<file path="src/rtl/seq_subtractor_nbits_pkg.sv">
// Shared types and helpers for the sequential wide subtractor.
//   sub_state_t : FSM state encoding (IDLE -> RUN -> DONE -> IDLE)
//   num_chunks  : ceil(n / chunk), number of CHUNK-wide slices covering an n-bit operand
package seq_subtractor_nbits_pkg;

  typedef enum logic [1:0] {
    IDLE = 2'd0,
    RUN  = 2'd1,
    DONE = 2'd2
  } sub_state_t;

  function automatic int unsigned num_chunks(input int unsigned n, input int unsigned chunk);
    return (n + chunk - 1) / chunk;
  endfunction

endpackage

</file>
<file path="src/rtl/seq_subtractor_nbits_if.sv">
// Operand/result bus of the sequential wide subtractor.
//   in_valid/in_ready   : operand handshake (producer -> subtractor)
//   x, y                : minuend, subtrahend (N bits)
//   out_valid/out_ready : result handshake (subtractor -> consumer)
//   diff, borrow_out    : (x - y) mod 2^N, and 1 iff x < y unsigned
//   overflow            : signed overflow, present only when OVERFLOW_DETECT_EN is defined
// Modports: master = producer/consumer side, slave = subtractor side.
interface seq_subtractor_nbits_if #(
  parameter int unsigned N = 34
) ();
  import seq_subtractor_nbits_pkg::*;

  logic         in_valid;
  logic         in_ready;
  logic [N-1:0] x;
  logic [N-1:0] y;
  logic         out_valid;
  logic         out_ready;
  logic [N-1:0] diff;
  logic         borrow_out;
`ifdef OVERFLOW_DETECT_EN
  logic         overflow;
`endif

  modport master (
    output in_valid, x, y, out_ready,
`ifdef OVERFLOW_DETECT_EN
    input  overflow,
`endif
    input  in_ready, out_valid, diff, borrow_out
  );

  modport slave (
    input  in_valid, x, y, out_ready,
`ifdef OVERFLOW_DETECT_EN
    output overflow,
`endif
    output in_ready, out_valid, diff, borrow_out
  );

endinterface

</file>
<file path="src/rtl/seq_subtractor_nbits_rca.sv">
// n-bit ripple-carry adder used for one chunk of the subtractor.
//   i_a, i_b : addends (n bits)
//   i_cin    : carry in
//   o_sum    : i_a + i_b + i_cin, low n bits
//   o_cout   : carry out of the top bit
module seq_subtractor_nbits_rca #(
  parameter int unsigned n = 8
) (
  input  logic [n-1:0] i_a,
  input  logic [n-1:0] i_b,
  input  logic         i_cin,
  output logic [n-1:0] o_sum,
  output logic         o_cout
);

  always_comb begin
    logic w_c;
    w_c   = i_cin;
    o_sum = '0;
    for (int i = 0; i < int'(n); i++) begin
      o_sum[i] = i_a[i] ^ i_b[i] ^ w_c;
      w_c      = (i_a[i] & i_b[i]) | (w_c & (i_a[i] ^ i_b[i]));
    end
    o_cout = w_c;
  end

endmodule

</file>
<file path="src/rtl/seq_subtractor_nbits.sv">
// Multi-cycle wide subtractor: diff = x - y over N bits, CHUNK bits per cycle,
// computed as x + ~y + 1 with the carry held in a register between chunks.
// One operation in flight; latency from accept edge (counted as edge 1) to
// out_valid high is NUM_CHUNKS+1 edges.
//   clk : clock, rising edge
//   rst : asynchronous, active-high reset
//   bus : seq_subtractor_nbits_if.slave (operand/result handshakes, x, y, diff, borrow_out)
// Optional feature: define OVERFLOW_DETECT_EN to add the registered signed-overflow output.
module seq_subtractor_nbits
  import seq_subtractor_nbits_pkg::*;
#(
  parameter int unsigned N     = 34,
  parameter int unsigned CHUNK = 8
) (
  input logic                 clk,
  input logic                 rst,
  seq_subtractor_nbits_if.slave bus
);

  localparam int unsigned NUM_CHUNKS = num_chunks(N, CHUNK);
  localparam int unsigned W          = NUM_CHUNKS * CHUNK;
  localparam int unsigned IDX_W      = $clog2(NUM_CHUNKS) + 1;

  sub_state_t       r_state;
  logic [W-1:0]     r_x;
  logic [W-1:0]     r_y;
  logic [W-1:0]     r_res;
  logic             r_carry;
  logic [IDX_W-1:0] r_idx;
  logic             r_in_ready;
  logic             r_out_valid;
  logic [N-1:0]     r_diff;
  logic             r_borrow;
`ifdef OVERFLOW_DETECT_EN
  logic             r_x_msb;
  logic             r_y_msb;
  logic             r_overflow;
  logic             w_overflow;
`endif

  logic [CHUNK-1:0] w_sum;
  logic             w_cout;
  logic [W-1:0]     w_res_next;
  logic             w_last;
  logic             w_borrow;

  // Operands are shifted right one chunk per RUN cycle, so the active chunk is
  // always the low slice; the result fills in from the top and ends aligned.
  seq_subtractor_nbits_rca #(
    .n (CHUNK)
  ) u_rca (
    .i_a    (r_x[CHUNK-1:0]),
    .i_b    (~r_y[CHUNK-1:0]),
    .i_cin  (r_carry),
    .o_sum  (w_sum),
    .o_cout (w_cout)
  );

  assign w_res_next = (r_res >> CHUNK) | (W'(w_sum) << (W - CHUNK));
  assign w_last     = (r_idx == IDX_W'(NUM_CHUNKS - 1));

  // With padding, the inverted pad bits of y are ones, so bit N of the raw
  // result carries the borrow; without padding the final carry is its inverse.
  if (W > N) begin : g_borrow_pad
    assign w_borrow = w_res_next[N];
  end else begin : g_borrow_exact
    assign w_borrow = ~w_cout;
  end

`ifdef OVERFLOW_DETECT_EN
  assign w_overflow = (r_x_msb != r_y_msb) & (w_res_next[N-1] != r_x_msb);
`endif

  always_ff @(posedge clk or posedge rst) begin
    if (rst) begin
      r_state     <= IDLE;
      r_x         <= '0;
      r_y         <= '0;
      r_res       <= '0;
      r_carry     <= 1'b0;
      r_idx       <= '0;
      r_in_ready  <= 1'b1;
      r_out_valid <= 1'b0;
      r_diff      <= '0;
      r_borrow    <= 1'b0;
`ifdef OVERFLOW_DETECT_EN
      r_x_msb     <= 1'b0;
      r_y_msb     <= 1'b0;
      r_overflow  <= 1'b0;
`endif
    end else begin
      unique case (r_state)
        IDLE: begin
          // in_ready is high throughout IDLE, so in_valid alone completes the handshake.
          if (bus.in_valid) begin
            r_x        <= W'(bus.x);
            r_y        <= W'(bus.y);
            r_res      <= '0;
            r_carry    <= 1'b1;
            r_idx      <= '0;
            r_in_ready <= 1'b0;
            r_state    <= RUN;
`ifdef OVERFLOW_DETECT_EN
            r_x_msb    <= bus.x[N-1];
            r_y_msb    <= bus.y[N-1];
`endif
          end
        end
        RUN: begin
          r_x     <= r_x >> CHUNK;
          r_y     <= r_y >> CHUNK;
          r_res   <= w_res_next;
          r_carry <= w_cout;
          r_idx   <= r_idx + IDX_W'(1);
          if (w_last) begin
            r_diff      <= w_res_next[N-1:0];
            r_borrow    <= w_borrow;
            r_out_valid <= 1'b1;
            r_state     <= DONE;
`ifdef OVERFLOW_DETECT_EN
            r_overflow  <= w_overflow;
`endif
          end
        end
        DONE: begin
          if (bus.out_ready) begin
            r_out_valid <= 1'b0;
            r_in_ready  <= 1'b1;
            r_state     <= IDLE;
          end
        end
        default: begin
          r_state <= IDLE;
        end
      endcase
    end
  end

  assign bus.in_ready   = r_in_ready;
  assign bus.out_valid  = r_out_valid;
  assign bus.diff       = r_diff;
  assign bus.borrow_out = r_borrow;
`ifdef OVERFLOW_DETECT_EN
  assign bus.overflow   = r_overflow;
`endif

endmodule

</file>
<file path="src/flat_wrapper.sv">
// flat-port wrapper written by rule: the top's interface ports become plain ports
module seq_subtractor_nbits_flat import seq_subtractor_nbits_pkg::*;
#(
  parameter int unsigned N     = 34,
  parameter int unsigned CHUNK = 8
)
  (clk, rst, bus_in_valid, bus_x, bus_y, bus_out_ready, bus_in_ready, bus_out_valid, bus_diff, bus_borrow_out);
  seq_subtractor_nbits_if #(.N(N)) bus_i ();
  input logic clk;
  input logic rst;
  input wire logic [$bits(bus_i.in_valid)-1:0] bus_in_valid;
  input wire logic [$bits(bus_i.x)-1:0] bus_x;
  input wire logic [$bits(bus_i.y)-1:0] bus_y;
  input wire logic [$bits(bus_i.out_ready)-1:0] bus_out_ready;
  output wire logic [$bits(bus_i.in_ready)-1:0] bus_in_ready;
  output wire logic [$bits(bus_i.out_valid)-1:0] bus_out_valid;
  output wire logic [$bits(bus_i.diff)-1:0] bus_diff;
  output wire logic [$bits(bus_i.borrow_out)-1:0] bus_borrow_out;
  assign bus_i.in_valid = bus_in_valid;
  assign bus_i.x = bus_x;
  assign bus_i.y = bus_y;
  assign bus_i.out_ready = bus_out_ready;
  assign bus_in_ready = bus_i.in_ready;
  assign bus_out_valid = bus_i.out_valid;
  assign bus_diff = bus_i.diff;
  assign bus_borrow_out = bus_i.borrow_out;
  seq_subtractor_nbits #(.N(N), .CHUNK(CHUNK)) u_core (.clk(clk), .rst(rst), .bus(bus_i));
endmodule
</file>
<file path="config.mk">
export PLATFORM = sky130hd
export DESIGN_NAME = seq_subtractor_nbits_flat
export DESIGN_NICKNAME = d
export VERILOG_FILES = /design/src/rtl/seq_subtractor_nbits_pkg.sv /design/src/rtl/seq_subtractor_nbits_if.sv /design/src/rtl/seq_subtractor_nbits_rca.sv /design/src/rtl/seq_subtractor_nbits.sv /design/src/flat_wrapper.sv
export SDC_FILE = /design/constraint.sdc
export NUM_CORES = 1
export LEC_CHECK = 0
export CORE_UTILIZATION = 52
export CTS_CLUSTER_SIZE = 16
export DETAILED_ROUTE_END_ITERATION = 16
export PLACE_DENSITY = 0.79
export RECOVER_POWER = 50
export REMOVE_ABC_BUFFERS = 1
export SLEW_MARGIN = 20
export SYNTH_ARGS = -nofsm -noshare
export SYNTH_HDL_FRONTEND = slang
export SYNTH_SLANG_ARGS = --single-unit
</file>
<file path="constraint.sdc">
create_clock -name clk -period 6.05 [get_ports clk]
set_input_delay 1.21 -clock clk [delete_from_list [all_inputs] [get_ports clk]]
set_output_delay 1.21 -clock clk [all_outputs]
set_load 0.05 [all_outputs]
</file>
Yosys cells after proc, flatten, opt, wreduce, memory -nomap -nowiden
Cells that the tools add are included.

cells by class
  multiplexer cells = 20
  bitwise logic cells = 42
  add/sub/neg operators = 1
  reductions and logical operators = 9
  eq/ne operators = 6

operators with widths
  operator                                                          number
  40-bit case mux with 2 select lines                               3
  40-bit two-way mux                                                3
  32-bit by 40-bit OR with 40-bit output                            1
  1-bit AND                                                         16
  1-bit XOR                                                         16
  3-bit AND reduction                                               3
  8-bit inverter                                                    1
  1-bit OR                                                          8
  4-bit case mux with 2 select lines                                1
  2-bit two-way mux                                                 3
  1-bit case mux with 2 select lines                                3
  2-bit case mux with 3 select lines                                1
  2-bit nonzero test                                                3
  1-bit two-way mux                                                 5
  4-bit by 1-bit adder with 4-bit output (second input constant)    1
  4-bit by 3-bit == test with 1-bit output (second input constant)  1
  4-bit two-way mux                                                 1
  2-bit != test (second input constant)                             2
  2-bit AND reduction                                               2
  2-bit by 1-bit == test with 1-bit output (second input constant)  1
  2-bit == test (second input constant)                             1
  2-bit logical NOT                                                 1
  2-bit by 1-bit != test with 1-bit output (second input constant)  1

storage, ports and cells
  bits of input ports = 72
  output and inout port bits = 37
  register bits = 164

Longest topological paths before layout
  depth after elaboration = 19
  gate-level depth with buffers = 12
  depth with buffers taken out = 12

By module
From an unflattened synthesis, not the netlist that was laid out.

second synthesis, totals
  cell total of the unflattened synthesis = 504
  area total of the unflattened synthesis = 6198.4 um^2

modules (own cells, without submodules)
  module                    area each (um^2)  cells each  instances
  seq_subtractor_nbits      6000.8            486         1
  seq_subtractor_nbits_rca  197.7             18          1

Worst setup path before layout
OpenSTA, ideal clock, no wires.

  path kind = reg2reg
  from = reg u_core.r_carry
  to = reg u_core.r_res[39]
  period minus slack after synthesis = 3.674 ns
  cell stages (with the launch flop) = 11
  path buffers = 0
  setup slack = 2.376 ns
  arrival = 3.591 ns
  required time = 5.967 ns
  cell sequence = dfrtp_1 fa_1 fa_1 fa_1 fa_1 fa_1 inv_1 fa_1 fa_1 fa_1 o21ai_0

between the ends
  word-level cells in the longest chain between the ends = 17

ends and longest elaborated chain
  item                                    RTL line                        source
  from (decl)                             seq_subtractor_nbits.sv:28      logic r_carry;
  from (signal assigned)                  seq_subtractor_nbits.sv:113     r_carry <= w_cout;
  1-bit AND                               seq_subtractor_nbits_rca.sv:22  w_c = (i_a[i] & i_b[i]) | (w_c & (i_a[i] ^ i_b[i]));
  1-bit OR                                seq_subtractor_nbits_rca.sv:22
  1-bit AND                               seq_subtractor_nbits_rca.sv:22
  1-bit OR                                seq_subtractor_nbits_rca.sv:22
  1-bit AND                               seq_subtractor_nbits_rca.sv:22
  1-bit OR                                seq_subtractor_nbits_rca.sv:22
  1-bit AND                               seq_subtractor_nbits_rca.sv:22
  1-bit OR                                seq_subtractor_nbits_rca.sv:22
  1-bit AND                               seq_subtractor_nbits_rca.sv:22
  1-bit OR                                seq_subtractor_nbits_rca.sv:22
  1-bit AND                               seq_subtractor_nbits_rca.sv:22
  1-bit OR                                seq_subtractor_nbits_rca.sv:22
  1-bit AND                               seq_subtractor_nbits_rca.sv:22
  1-bit OR                                seq_subtractor_nbits_rca.sv:22
  1-bit XOR                               seq_subtractor_nbits_rca.sv:21  o_sum[i] = i_a[i] ^ i_b[i] ^ w_c;
  32-bit by 40-bit OR with 40-bit output  seq_subtractor_nbits.sv:59      assign w_res_next = (r_res >> CHUNK) | (W'(w_sum) << (W - CHUNK));
  40-bit case mux with 2 select lines     seq_subtractor_nbits.sv:92      unique case (r_state)
  to (signal assigned)                    seq_subtractor_nbits.sv:112     r_res <= w_res_next;
  to (decl)                               seq_subtractor_nbits.sv:27      logic [W-1:0] r_res;

No other way between the ends.
A chain may end at the register's enable or synchronous reset.

Worst setup path after layout
  from = reg u_core.r_state[0]
  to = reg u_core.r_res[12]

between the ends
  word-level cells in the longest chain between the ends = 3
  elaborated cells on any way between the ends = 6

ends and longest elaborated chain
  item                                                                                  RTL line                     source
  from (decl)                                                                           seq_subtractor_nbits.sv:24   sub_state_t r_state;
  from (signal assigned)                                                                seq_subtractor_nbits.sv:76   r_state <= IDLE;
  from (signal assigned)                                                                seq_subtractor_nbits.sv:102  r_state <= RUN;
  from (signal assigned)                                                                seq_subtractor_nbits.sv:119  r_state <= DONE;
  2-bit by 1-bit == test with 1-bit output / 2-bit logical NOT (equally long branches)  seq_subtractor_nbits.sv:92
  2-bit nonzero test (no line) / 2-bit != test (equally long branches)                  --
  2-bit AND reduction (no line)                                                         --

Several ways; a longest one is shown, not always the timed one.

==> flow_metrics.tcl <==
set metrics [dict create \
    grtUsageTotal_pct 23.6 \
    initial_utilization_pct 54.5 \
    gr-total-overflow 0 \
    syn_inst 504 \
    ant_nets 0 \
    path_buf_inv 2 \
    status "complete, but fails checks" \
    antenna_cells 0 \
    maxCapViolations 2 \
    yosysWarningCount 0 \
    dr.pass1.iters 4 \
    final_hold_viol_count 0 \
    startpoint_type "flip-flop" \
    fin_skew_ns 0.0120 \
    crit_slowest_cell "clkbuf_1" \
    clk_pin_slew_ns 0.07 \
    fin_setup_tns_ns 0 \
    period_share_pct 65.8 \
    cts_resized 0 \
    finalNetCount 679 \
    slew_headroom_pct -36.9 \
    drt_iter0_markers 260 \
    grt_max_degree 94 \
    pwr_density_cell_nw_per_um2 573 \
    drt-total-wl_um 12600 \
    die_height_um 110 \
    dieArea_sq_um 12000 \
    dp_hpwl_um 7650 \
    hold_path.class "reg -> reg" \
    routabilityCongestion 0.752 \
    ys_seq_elements 144 \
    end_kind "flip-flop" \
    path_max_fanout 75 \
    setup_viol 0 \
    worstPathRequired_ns 6.34 \
    areaGrowthSynthToFinish_pct 28.1 \
    min_period_ns 3.98 \
    grt_pass1_wl_um 21400 \
    holdPathStages 2 \
    root_buffer "clkbuf_16" \
    violations "max-capacitance violations, max-slew violations" \
    cts.sink_count 144 \
    numCtsBuffers 17 \
    chipWidth_um 110 \
    slowest_delay_ns 1.43 \
    rsz0062_at_grt "false" \
    post-cts-setup-buffers 0 \
    crit_cells 4 \
    vias 4207 \
    p_leak_uw 0.00348 \
    first_global_vias 4285 \
    wl_per_cell_um 16.9 \
    synth_area_sq_um 6040 \
    worst_pin_slew_ns 2.05 \
    layout_commonest_cell "dfrtp_1" \
    cp_data_arrival_time_ns 4.27 \
    cts_tree "built" \
    postCtsHoldBufs 0 \
    drc 0 \
    rows 38 \
    final_cell_mix "dfrtp_1, clkdlybuf4s50_1, nand2_1" \
    ff2ff_path_depth 4 \
    drv_slew 86 \
    yosysSeqAreaShare_pct 59.7 \
    finalNonFillerCells 750 \
    cts_htree_levels 4 \
    fmax_ghz 0.251 \
    antenna_found_initial 0 \
    cp_cell_sequence "clkbuf_1, o21bai_4, buf_12, a22o_1" \
    coreArea_sq_um 11100 \
    avgSynthCellArea_sq_um 12.0 \
    path_class "reg -> reg" \
    routed_via_density 5.61 \
    insertion_delay_ns 0.42 \
    cp_top_family "buffers and inverters" \
    drive_gt1_share_pct 12.0 \
    io_buffer_count 108 \
    irDropWorstVdd_uv 451 \
    ios 109 \
    clockBufferDepth 2 \
    ys_types 30 \
    placed_cells_incl_taps 718 \
]
==> power breakdown <==
part / internal, uW / switching [uW] / total, uW
clock network: 610 / 405 / 1010
registers: 1380 / 323 / 1710
logic: 721 / 992 / 1710
total: 2710 / 1720 / 4430
==> synth_stat cells (all sizes together) <==
library cell | instances | area share [%]
mux2 | 35 | 6.5
nand4 | 1 | 0.10
nand2 | 62 | 3.9
nor3 | 1 | 0.27
nor2 | 2 | 0.12
a21o | 3 | 0.37
a22o | 46 | 6.7
o21ai | 59 | 4.9
dfrtp | 143 | 59
dfstp | 1 | 0.44
clkbuf | 25 | 1.6
o21bai | 1 | 0.19
nand3 | 1 | 0.083
nand3b | 1 | 0.12
and3b | 26 | 3.8
fa | 8 | 2.7
nand2b | 2 | 0.25
ha | 2 | 0.41
nor2b | 3 | 0.31
or3b | 1 | 0.15
a22oi | 26 | 3.2
buf | 15 | 1.6
mux2i | 1 | 0.17
inv | 12 | 0.75
a21oi | 27 | 2.2
==> cells by family after synthesis <==
logic type / share of synthesized area [%]
AOI/OAI and AO/OA: 17.6
adders and majority gates: 3.07
buffers and inverters: 3.88
DFF: 59.7
muxes: 6.70
and+or+nand+nor: 9.04
==> layout make-up <==
type	instances	area, sq um
flip-flops and latches	144	3610
fillers	806	3350
multi-input cells	308	2200
repair buffers	114	1120
clock buffers	20	437
well taps	140	175
clock inverters	12	136
inverters	12	50.0
==> tightest hold or removal path: stages, from the launching register on <==
cell and delay (ns):
dfstp_2 0.38, nand2_1 0.05, nand2_1 0.05
==> registers in the layout, indices dropped and copies added (netlist names) <==
| register | count |
|---|---|
| u_core.r_carry | 1 |
| u_core.r_res | 32 |
| u_core.r_idx | 4 |
| u_core.r_x | 34 |
| u_core.bus.out_valid | 1 |
| u_core.bus.diff | 34 |
| u_core.bus.borrow_out | 1 |
| u_core.r_y | 34 |
| u_core.bus.in_ready | 1 |
| u_core.r_state | 2 |
==> through the flow <==
step | utilization [%] | setup WS, ns | total power, uW | hold slack [ns] | cell area (sq um)
2_1_floorplan | - | 0.975 | 2830 | 0.450 | 5850
6_report | 69.8 | 2.07 | 4430 | 0.479 | 7730
3_3_place_gp | 64.8 | 2.30 | 3360 | 0.448 | 7180
4_1_cts | 70.0 | 2.19 | 4480 | 0.484 | 7750
3_5_place_dp | 64.8 | 2.20 | 3440 | 0.470 | 7180
5_1_grt | 69.8 | 1.70 | 4720 | 0.501 | 7730
==> layer usage <==
metal | global-route usage (%) | up-vias | routed length, um
li1 | - | 1985 | -
met1 | 31.6 | 2073 | 5580
met2 | 36.7 | 130 | 6120
met3 | 7.59 | 19 | 766
met4 | 8.00 | 0 | 179
met5 | 0 | - | 0
==> worst paths after layout <==
| check | startpoint | endpoint | slack, ns |
|---|---|---|---|
| max | u_core.r_state[0] | u_core.r_res[12] | 2.07 |
| max in group asynchronous | rst | u_core.r_state[1] | 3.37 |
| min reg2reg | u_core.bus.in_ready | u_core.bus.in_ready | 0.48 |
| max reg2reg | u_core.r_state[0] | u_core.r_res[12] | 2.07 |
| min in group asynchronous | rst | u_core.bus.diff[5] | 1.46 |
| min | u_core.bus.in_ready | u_core.bus.in_ready | 0.48 |
Power figures use the tool's default switching activity.
==> patch, RTL diff (config.mk and constraints unchanged) <==
Reset style: synchronous (`rst`), changed in one clocked block. Comments in the files are not updated.
--- a/src/rtl/seq_subtractor_nbits.sv
+++ b/src/rtl/seq_subtractor_nbits.sv
@@ -71,7 +71,7 @@
   assign w_overflow = (r_x_msb != r_y_msb) & (w_res_next[N-1] != r_x_msb);
 `endif
 
-  always_ff @(posedge clk or posedge rst) begin
+  always_ff @(posedge clk) begin
     if (rst) begin
       r_state     <= IDLE;
       r_x         <= '0;
Function: differs if rst is asserted again (counterexample within 4 cycles, from zero or initial values and one cycle with rst high); with rst held inactive, the same outputs for 10 cycles.
==> patch against the original RTL <==
Area after synthesis grew 6.7%. Wire length grew 17%. Critical path depth shrank 1. Worst setup slack lost 480 ps. Design area grew 3.9%. Final cell count grew 36%. Sequential cell count is the same. Count of clock-buffer cells in the layout shrank 1. Critical endpoint is now u_core.r_y[4]$_SDFFE_PP0P_. The flow still finishes with violations (max-capacitance violations, max-slew violations).
Power is not compared: it rests on default switching activity, and its combinational part moved more than twofold at a synthesized area within 25%.
==> patch: results (changes against the original RTL) <==
----------------------------------------------------
[Global routing]
  Maximum number of pins on one net before global-route repair ... 112 (+19%)
  First-pass GRT wire length ... 25000 um (+17%)
  Via count of the first global-routing pass ... 5328 (+24%)
  Global-route usage over all layers ... 24.1% (+0.49 points)

[Worst setup path]
  Crit path DAT ... 4740 ps (+470 ps)
  Cell with the biggest individual delay on the critical path ... sky130_fd_sc_hd__nand2b_1
  Worst Reg2Reg Path Length in Cells ... 3 (-1)
  Critical Path Fanout Max ... 90 (+20%)
  Longest individual stage delay on the worst path ... 2020 ps (+590 ps)
  Worst reg2reg setup slack ... 1590 ps (-480 ps)
  Reg2Reg Capture Point ... u_core.r_y[4]$_SDFFE_PP0P_
  Critical R2R Launch ... u_core.r_state[0]$_SDFFE_PP0P_

[Outcome]
  Status ... complete, but fails checks
  Violated checks ... max-capacitance violations, max-slew violations

[Synth]
  Async set-or-reset flop fraction in the synthesized netlist ... 0% (-100 points)
  Warnings, synthesis ... 0 (unchanged)
  Most common flop cell mapped by yosys ... sky130_fd_sc_hd__dfxtp_1
  Leading cell types by total area after synthesis ... sky130_fd_sc_hd__dfxtp_1 45%, sky130_fd_sc_hd__a21oi_1 11%, sky130_fd_sc_hd__nor2_1 9.1%
  Count of cell types in the netlist ... 32 (+6.7%)
  Ranking of synthesized cells by instance count ... 157 x sky130_fd_sc_hd__nor2_1, 144 x sky130_fd_sc_hd__a21oi_1, 144 x sky130_fd_sc_hd__dfxtp_1, 61 x sky130_fd_sc_hd__inv_1, 52 x sky130_fd_sc_hd__o221a_2
  Part of the Yosys area used for sequential elements ... 44.7% (-15 points)

[Clock network]
  Number of buffers created by CTS ... 17 (unchanged)
  H-tree Lvls ... 4 (unchanged)
  Clk buf depth ... 2 (unchanged)
  Insertion delay to the later sink of the worst-skew pair ... 420 ps (about the same)
  Clk Tree Root Cell ... sky130_fd_sc_hd__clkbuf_16

[Timing]
  Final count of pins violating max slew ... 162 (+88%)
  Final setup skew ... 7.12 ps (-4.87 ps)
  Headroom to the max-slew limit ... -116% (-79 points)

[Finish]
  # nets final ... 921 (+36%)
  Antenna diode instance count ... 0 (unchanged)
  Fraction of layout cells with a size suffix above 1 ... 11.6% (-0.35 points)
  Filler cells ... 974 (+21%)

[Detailed routing]
  Total length of routed wires ... 14800 um (+17%)
  First DRT Iteration DRCs ... 539 (+110%)
  Count of vias placed by the detailed router ... 5770 (+37%)
  Length of the first detailed-routing pass in iterations ... 5 (+1)

[Power and ir drop]
  Highest ir drop seen on vdd ... between 0.15 and 0.2 mV
  Fraction of power spent switching nets ... 25.6%

[Hold path]
  Worst hold path type ... register to register
  Hold-critical path depth ... 2 (unchanged)

[Run]
  Max Cap Viol ... 2 (unchanged)

[Placement]
  Estimated wirelength of the detail-placed design ... 8890 um (+16%)
  Global placer's final weighted congestion ... 0.777 (+3.2%)
  Total cell area at the placement stage ... 7430 um2 (+3.4%)

----------------------------------------------------
==> patch: logic make-up after synthesis <==
family | count (synthesis) | synth area share, %
AND/OR/NAND/NOR | 203 | 13.2
buffers and inverters | 138 | 9.15
adder cells (fa/ha/maj) | 10 | 2.87
multiplexers | 2 | 0.330
AO/OA/AOI/OAI | 285 | 29.7
flip-flops | 144 | 44.7
==> patch: worst min-delay path by stage <==
stage / from / to / slack, ps
after CTS: u_core.bus.out_valid$_SDFFE_PP0P_ / u_core.bus.out_valid$_SDFFE_PP0P_ / 470
after floorplan: u_core.r_res[8]$_SDFFE_PP0P_ / u_core.bus.diff[0]$_SDFFE_PP0P_ / 440
after global routing: u_core.r_res[15]$_SDFFE_PP0P_ / u_core.bus.diff[7]$_SDFFE_PP0P_ / 490
final: u_core.bus.out_valid$_SDFFE_PP0P_ / u_core.bus.out_valid$_SDFFE_PP0P_ / 470
after detailed placement: u_core.bus.out_valid$_SDFFE_PP0P_ / u_core.bus.out_valid$_SDFFE_PP0P_ / 460
after global placement: u_core.bus.out_valid$_SDFFE_PP0P_ / u_core.bus.out_valid$_SDFFE_PP0P_ / 450
==> patch: stage by stage <==
stage / hold slack [ps] / setup slack [ps] / total power [mW] / utilization [%] / cells
floorplan: 438 / 1840 / 1.24 / - / 705
global placement: 451 / 2480 / 1.35 / 61.6 / 986
detailed placement: 460 / 2390 / 1.37 / 61.6 / 986
CTS: 470 / 2370 / 2.38 / 66.4 / 1018
global route: 489 / 1150 / 2.47 / 66.6 / 1020
finish: 468 / 1590 / 2.37 / 66.6 / 1020
==> patch: per-layer routing <==
layer  routed length (um)  track usage, %  vias up
met5                    0               0        -
li1                     -               -     2848
met4                  243            9.65        0
met2                 7220            40.2      191
met3                  766            4.34       25
met1                 6620            31.0     2706
==> patch: power by group through the flow <==
stage	sequential (mW)	combinational [mW]	clock, mW
floorplan	1.06	0.178	0
global placement	1.06	0.295	0
detailed placement	1.06	0.306	0
CTS	1.04	0.307	1.04
global route	1.05	0.344	1.07
finish	1.04	0.309	1.02
==> patch: worst max-delay path: cells and delay by family, from the launching register on <==
family | cells | cell delay [ps]
AOI/OAI and AO/OA | 1 | 1030
buffers and inverters | 1 | 920
DFF | 1 | 300
and+or+nand+nor | 1 | 2020
==> patch: final cells by class <==
| class | instances | area, um2 | share of cell area (%) |
|---|---|---|---|
| multi-input combinational | 500 | 2980 | 37.1 |
| sequential | 144 | 2890 | 35.9 |
| timing repair buffer | 115 | 1150 | 14.3 |
| clock buffer | 19 | 443 | 5.51 |
| inverter | 61 | 229 | 2.85 |
| tap | 168 | 210 | 2.62 |
| clock inverter | 13 | 138 | 1.71 |
